File: src/rtl/reg_file_mp_pkg.sv
// Shared defaults and helpers for the multi-port register file.
// Optional write-first forwarding is enabled by defining WRITE_BYPASS_EN.
package reg_file_mp_pkg;

  localparam int DEF_DATA_W   = 32;
  localparam int DEF_NUM_REGS = 32;
  localparam int DEF_NUM_RD   = 2;
  localparam int REG_ZERO     = 0;

  // A strobe only counts when it targets a real (non-zero) register.
  function automatic logic write_hits(input logic en, input int unsigned waddr,
                                      input int unsigned addr);
    return en && (waddr == addr) && (addr != REG_ZERO);
  endfunction

endpackage

File: src/rtl/reg_file_scoreboard.sv
// Per-register busy flags: reserve sets, late (MDU) write clears, reserve wins.
module reg_file_scoreboard
  import reg_file_mp_pkg::*;
#(
  parameter int  NUM_REGS = DEF_NUM_REGS,
  localparam int ADDR_W   = $clog2(NUM_REGS)
) (
  input  logic                i_clk,
  input  logic                i_rst,
  input  logic                i_set_en,
  input  logic [ADDR_W-1:0]   i_set_addr,
  input  logic                i_clr_en,
  input  logic [ADDR_W-1:0]   i_clr_addr,
  output logic [NUM_REGS-1:0] o_busy
);

  genvar gi;
  generate
    for (gi = 0; gi < NUM_REGS; gi++) begin : g_busy
      if (gi == REG_ZERO) begin : g_zero
        assign o_busy[gi] = 1'b0;
      end else begin : g_flop
        logic r_busy;
        always_ff @(posedge i_clk or posedge i_rst) begin
          if (i_rst) begin
            r_busy <= 1'b0;
          end else if (write_hits(i_set_en, int'(i_set_addr), gi)) begin
            r_busy <= 1'b1;
          end else if (write_hits(i_clr_en, int'(i_clr_addr), gi)) begin
            r_busy <= 1'b0;
          end
        end
        assign o_busy[gi] = r_busy;
      end
    end
  endgenerate

endmodule

File: src/rtl/reg_file_mp.sv
// Multi-port register file: NUM_RD combinational reads, WB + late MDU writes, busy scoreboard.
// Define WRITE_BYPASS_EN for write-first forwarding of same-cycle writes onto read ports.
module reg_file_mp
  import reg_file_mp_pkg::*;
#(
  parameter int  DATA_W   = DEF_DATA_W,
  parameter int  NUM_REGS = DEF_NUM_REGS,
  parameter int  NUM_RD   = DEF_NUM_RD,
  localparam int ADDR_W   = $clog2(NUM_REGS)
) (
  input  logic                     CLK,
  input  logic                     RESET,
  input  logic [NUM_RD*ADDR_W-1:0] RD_ADDRESS,
  output logic [NUM_RD*DATA_W-1:0] RD_DATA,
  output logic [NUM_RD-1:0]        RD_BUSY,
  input  logic                     WRITE_ENABLE0,
  input  logic [ADDR_W-1:0]        WRITE_ADDRESS0,
  input  logic [DATA_W-1:0]        WRITE_DATA0,
  input  logic                     WRITE_ENABLE1,
  input  logic [ADDR_W-1:0]        WRITE_ADDRESS1,
  input  logic [DATA_W-1:0]        WRITE_DATA1,
  input  logic                     RESERVE_ENABLE,
  input  logic [ADDR_W-1:0]        RESERVE_ADDRESS
);

  logic [NUM_REGS-1:0][DATA_W-1:0] w_regs;
  logic [NUM_REGS-1:0]             w_busy;

  reg_file_scoreboard #(.NUM_REGS(NUM_REGS)) u_scoreboard (
    .i_clk      (CLK),
    .i_rst      (RESET),
    .i_set_en   (RESERVE_ENABLE),
    .i_set_addr (RESERVE_ADDRESS),
    .i_clr_en   (WRITE_ENABLE1),
    .i_clr_addr (WRITE_ADDRESS1),
    .o_busy     (w_busy)
  );

  genvar gi;
  generate
    for (gi = 0; gi < NUM_REGS; gi++) begin : g_reg
      if (gi == REG_ZERO) begin : g_zero
        assign w_regs[gi] = '0;
      end else begin : g_flop
        logic [DATA_W-1:0] r_data;
        // Port 0 (WB) has priority over the late MDU port on an address collision.
        always_ff @(posedge CLK or posedge RESET) begin
          if (RESET) begin
            r_data <= '0;
          end else if (write_hits(WRITE_ENABLE0, int'(WRITE_ADDRESS0), gi)) begin
            r_data <= WRITE_DATA0;
          end else if (write_hits(WRITE_ENABLE1, int'(WRITE_ADDRESS1), gi)) begin
            r_data <= WRITE_DATA1;
          end
        end
        assign w_regs[gi] = r_data;
      end
    end

    for (gi = 0; gi < NUM_RD; gi++) begin : g_rd
      logic [ADDR_W-1:0] w_ra;
      logic [DATA_W-1:0] w_data;
      logic              w_busy_bit;

      assign w_ra = RD_ADDRESS[gi*ADDR_W +: ADDR_W];

      always_comb begin
        w_data     = w_regs[w_ra];
        w_busy_bit = w_busy[w_ra];
`ifdef WRITE_BYPASS_EN
        if (write_hits(WRITE_ENABLE0, int'(WRITE_ADDRESS0), int'(w_ra))) begin
          w_data = WRITE_DATA0;
        end else if (write_hits(WRITE_ENABLE1, int'(WRITE_ADDRESS1), int'(w_ra))) begin
          w_data = WRITE_DATA1;
        end
        // A completing MDU write releases the register unless a newer producer reserves it.
        if (write_hits(WRITE_ENABLE1, int'(WRITE_ADDRESS1), int'(w_ra)) &&
            !write_hits(RESERVE_ENABLE, int'(RESERVE_ADDRESS), int'(w_ra))) begin
          w_busy_bit = 1'b0;
        end
`endif
        if (RESET) begin
          w_data     = '0;
          w_busy_bit = 1'b0;
        end
      end

      assign RD_DATA[gi*DATA_W +: DATA_W] = w_data;
      assign RD_BUSY[gi]                  = w_busy_bit;
    end
  endgenerate

endmodule

File: config.mk
export PLATFORM = sky130hd
export DESIGN_NAME = reg_file_mp
export DESIGN_NICKNAME = d
export VERILOG_FILES = /design/src/rtl/reg_file_mp_pkg.sv /design/src/rtl/reg_file_scoreboard.sv /design/src/rtl/reg_file_mp.sv
export SDC_FILE = /design/constraint.sdc
export NUM_CORES = 2
export LEC_CHECK = 0
export BUFFER_PORTS_ARGS = -buffer_cell sky130_fd_sc_hd__clkbuf_2
export CORE_MARGIN = 1
export CORE_UTILIZATION = 45
export CTS_CLUSTER_DIAMETER = 80
export DETAILED_ROUTE_END_ITERATION = 7
export PLACE_DENSITY = 0.59
export SYNTH_ARGS = -nofsm -noshare
export SYNTH_HDL_FRONTEND = slang
export SYNTH_SLANG_ARGS = --single-unit
File: constraint.sdc
create_clock -name CLK -period 121 [get_ports CLK]
set_input_delay 18.15 -clock CLK [delete_from_list [all_inputs] [get_ports CLK]]
set_output_delay 18.15 -clock CLK [all_outputs]
set_load 0.005 [all_outputs]
-- Word-level counts from Yosys, hierarchy flattened
Index checks and enable logic that the tools add are counted.
- bits in registers: 1023
- bits of input ports: 94
- output and inout port bits: 66
- word-level logic and storage cells: 448
- $lt $le $gt $ge: 2
- equal/unequal tests: 93
- multiplexer cells: 136
- reductions and logical operators: 155
- operators with widths (operator ; count):
    $mux W32 ; 66
    $bmux W32 S5 ; 2
    $eq A5 B5 Y1 const B ; 48
    $reduce_bool A2 Y1 ; 62
    $eq A5 B4 Y1 const B ; 24
    $logic_and A1 B1 Y1 ; 93
    $mux W1 ; 66
    $eq A5 B3 Y1 const B ; 12
    $eq A5 B2 Y1 const B ; 6
    $eq A5 B1 Y1 const B ; 3
    $lt A5 B6 Y1 const B ; 2
    $bmux W1 S5 ; 2

-- Depth between registers and ports, before layout
- depth in word-level cells: 4
- gate-level depth with buffers: 10
- gate-level depth less buffers: 4

-- Modules after synthesis
Synthesis repeated with hierarchy kept, for this count alone.
- cell total of the unflattened synthesis: 6174
- area, all modules: 64120.2 µm²
- modules (own cells, without submodules) (module ; times used ; cells each ; area an instance (µm²) ; sequential area each (µm²)):
    reg_file_mp ; 1 ; 6015 ; 62578.8 ; 24823.8
    reg_file_scoreboard ; 1 ; 159 ; 1541.5 ; 775.7

-- Worst setup path after synthesis
No wires, ideal clock.
- path type: input -> output
- start point: in RESET
- end point: out RD_DATA[36]
- arrival time: 51.366 ns
- data required time: 102.850 ns
- slack: 51.484 ns
- stages: 5
- buffers on the path: 2
- path through: buf_2 -> inv_1 -> clkbuf_1 -> o41ai_1 -> a211oi_1
- word-level cells in the longest chain between the ends: 1
- RTL lines (what ; RTL line ; RTL):
    from (decl) ; reg_file_mp.sv:12 ; input logic RESET,
    $mux W32 ; reg_file_mp.sv:82 ; if (RESET) begin
    to (decl) ; reg_file_mp.sv:14 ; output logic [NUM_RD*DATA_W-1:0] RD_DATA,
Every way passes these cells.

-- Worst setup path in the final report
- start point: in RD_ADDRESS[1]
- end point: out RD_DATA[29]
- word-level cells in the longest chain between the ends: 3
- RTL lines (what ; RTL line ; RTL):
    from (decl) ; reg_file_mp.sv:13 ; input logic [NUM_RD*ADDR_W-1:0] RD_ADDRESS,
    $bmux W32 S5 ; reg_file_mp.sv:68 ; w_data = w_regs[w_ra];
    $mux W32 (not written as such) ; reg_file_mp.sv:68 ;
    $mux W32 ; reg_file_mp.sv:82 ;
Every way passes these cells. The select of a mux whose other input is x is not followed.

==> impl_metrics.toml <==
[yosys]
synthArstFlopShare_pct = 100
ys_seq_elements = 1023
yosysUniqueCellTypes = 63
yosysSeqAreaShare_pct = 39.3
synth_edf_count = 0
ys.flop_type = "dfrtp_1"
syn_area_mm2 = 0.0652
synthCells = 6395
syn_nets = 6489
ys_warn_count = 0
postSynthAreaPerCell_um2 = 10.2

[grt]
antenna_found_initial = 23
grt_overflow = 0
grt_max_degree = 164
grt_pass1_wl_um = 373000
gr-usage-all-layers_pct = 35.0
grt_pass1_vias = 50200

[clocking]
clockBufferDepth = 3
cts_sinks = 1023
htreeDepth = 3
ctsHoldBuffers = 0
root_buffer = "clkbuf_16"
cts_resized = 0
path_clk_slew_ps = 60
post_cts_buffers = 0
cts_buffers = 118
cts_tree = "built"
insertion_delay_ps = 750

[timing]
fin_skew_ps = 0
rsz0062_at_grt = "false"
min_period_ps = 40910
slew_headroom_pct = 3.93
hold_viol = 0
tightest_slew_ps = 1440
fin_crit_sh_pct = 33.8
fin_setup_tns_ps = 0
fmax_mhz = 24.4
setup-violations-final = 0
maxSlewViolCount = 0

[power_and_ir_drop]
total_power_w = 0.00115
combPwrFrac_pct = 24.3
leakage_nw = 31.1
seqPwrFrac_pct = 43.9
power.switching_w = 0.000365
peakVddDrop_uv = 12.5
pwr-share-clk_pct = 31.8
powerDensity_mw_per_mm2 = 16.5
intPower_w = 0.000789
switching_share_pct = 31.6

[detailed_routing]
route.vias.total = 53200
first_pass_iters = 8
drt_iter0_drc = 7092
drc = 24
vias_per_cell = 6.60
wirelength_um = 260000
wl_per_cell_um = 32.3
final_antenna_net_count = 0

[layout]
fillers = 13200
nets = 6138
drive_gt1_share_pct = 14.9
area_growth_pct = 7.55

[placement]
gp_congestion = 0.867
dp_hpwl_um = 142000
portBuffers = 159

[die]
chipWidth_um = 383
die_h_um = 383
start_util_pct = 45.4
die_area_mm2 = 0.146
num_rows = 139
core_mm2 = 0.144
ios = 160

[run_status]
violations = "DRC"
status = "complete, but fails checks"

[worst_hold_path]
hp-class = "reg2reg"
hold_start = "u_scoreboard.g_busy[17].g_flop.r_busy"

[setup_path]
critPathArrivalTime_ps = 22760
r2r-start = "g_reg[2].g_flop.r_data[7]"
start_kind = "input pin"
crit_path_max_fanout = 62
cp_data_required_time_ps = 102850
crit_path_start = "RD_ADDRESS[1]"
worstSetupEndpointType = "output port"
reg2reg_slack_ps = 120150
setup.worst_path.class = "in2out"

[run]
cap_violations = 0
==> metal layers <==
metal	GRT usage (%)	vias to the layer above	routed length (µm)
met4	14.8	6	11500
met5	0	-	58
met2	51.8	3240	114000
met1	49.5	26700	108000
met3	7.41	624	26800
li1	-	22600	-
==> cell type report <==
cell class | instances | area, µm² | area share [%]
Timing Repair Buffer | 269 | 1750 | 2.49
Inverter | 9 | 46.3 | 0.0660
Tap cell | 1903 | 2380 | 3.40
Clock buffer | 183 | 3550 | 5.06
Multi-Input combinational cell | 4623 | 36400 | 52.0
Antenna cell | 11 | 27.5 | 0.0393
Sequential cell | 1023 | 25600 | 36.5
Clock inverter | 32 | 329 | 0.469
==> worst max-delay path: stages <==
cell and delay, ps:
buf_8 510, buf_4 610, buf_4 600, buf_4 930, mux4_2 400, mux2i_1 70, mux2_2 290, a2111oi_1 820
clkbuf_2 240
==> cell usage in the layout (no fill, tap or decap), types with 7 or more instances in the layout <==
| master | synthesis | routed |
|---|---|---|
| a2111oi_1 | 15 | 14 |
| a2111oi_2 | 11 | 12 |
| a211oi_1 | 83 | 83 |
| a21oi_1 | 571 | 571 |
| a221o_1 | 7 | 7 |
| a22o_1 | 35 | 35 |
| a22oi_1 | 14 | 14 |
| a31oi_1 | 8 | 8 |
| and2_1 | 12 | 12 |
| buf_4 | 91 | 107 |
| clkbuf_1 | 462 | 31 |
| clkbuf_16 | 0 | 119 |
| clkbuf_2 | 2 | 150 |
| clkbuf_8 | 0 | 33 |
| clkinv_2 | 0 | 17 |
| dfrtp_1 | 1023 | 1023 |
| diode_2 | 0 | 11 |
| mux2_2 | 96 | 96 |
| mux2i_1 | 1491 | 1491 |
| mux4_2 | 268 | 268 |
| nand2_1 | 534 | 506 |
| nand2_4 | 0 | 23 |
| nand2b_1 | 22 | 14 |
| nor2_1 | 617 | 595 |
| nor2_4 | 0 | 25 |
| nor2b_1 | 31 | 26 |
| nor3_1 | 51 | 51 |
| o21ai_0 | 498 | 498 |
| o221ai_1 | 52 | 52 |
| o22ai_1 | 93 | 93 |
| o41ai_1 | 39 | 39 |
==> registers in the layout, summed over array words and instances (netlist names) <==
name	flops
u_scoreboard.g_busy.g_flop.r_busy	31
g.g_flop.r_data	992
==> power groups by stage <==
stage	combinational, W	sequential (W)	clock, W
finish	0.000280	0.000507	0.000367
global route	0.000305	0.000518	0.000381
CTS	0.000277	0.000504	0.000369
detailed placement	0.000277	0.000509	0
global placement	0.000270	0.000505	0
floorplan	0.000222	0.000488	0
==> per-stage QoR <==
| stage | setup WS (ps) | instance area, µm² | hold slack (ps) | utilization (%) | instances |
|---|---|---|---|---|---|
| after floorplan | 51480 | 65200 | 465 | - | 6395 |
| after CTS | 80150 | 70100 | 511 | 48.8 | 8042 |
| after global routing | 79990 | 70100 | 554 | 48.8 | 8048 |
| after global placement | 80120 | 66200 | 481 | 46.1 | 7827 |
| final | 80090 | 70100 | 515 | 48.8 | 8053 |
| after detailed placement | 80140 | 66200 | 497 | 46.1 | 7827 |
==> synthesized netlist by cell type, types with 22 or more instances <==
cell type	count	share of area, %
a211oi_1	83	0.96
a21oi_1	571	4.4
a22o_1	35	0.47
buf_2	136	1.0
buf_4	91	1.0
clkbuf_1	462	2.7
dfrtp_1	1023	39
mux2_2	96	1.7
mux2i_1	1491	23
mux4_2	268	9.3
nand2_1	534	3.1
nand2b_1	22	0.21
nor2_1	617	3.6
nor2b_1	31	0.30
nor3_1	51	0.39
o21ai_0	498	3.8
o221ai_1	52	0.70
o22ai_1	93	0.89
o41ai_1	39	0.52
==> final timing paths <==
kind | endpoint | depth (start not counted)
setup / recovery | RD_DATA[29] | 9
hold / removal | u_scoreboard.g_busy[17].g_flop.r_busy | 2
setup reg to reg | g_reg[2].g_flop.r_data[7] | 2
hold reg to reg | u_scoreboard.g_busy[17].g_flop.r_busy | 2
max in group asynchronous | g_reg[11].g_flop.r_data[22] | 5
min in group asynchronous | g_reg[7].g_flop.r_data[31] | 2
==> kinds of logic (layout without fill, tap and decap cells) <==
kind of cell,Yosys count,after routing,synth area share [%]
AO/OA/AOI/OAI,1450,1450,12.9
buffers and inverters,749,493,5.62
other,0,11,0
AND/OR/NAND/NOR,1312,1312,8.20
multiplexers,1861,1861,34.0
flip-flops,1023,1023,39.3
(Power assumes the default switching activity.)
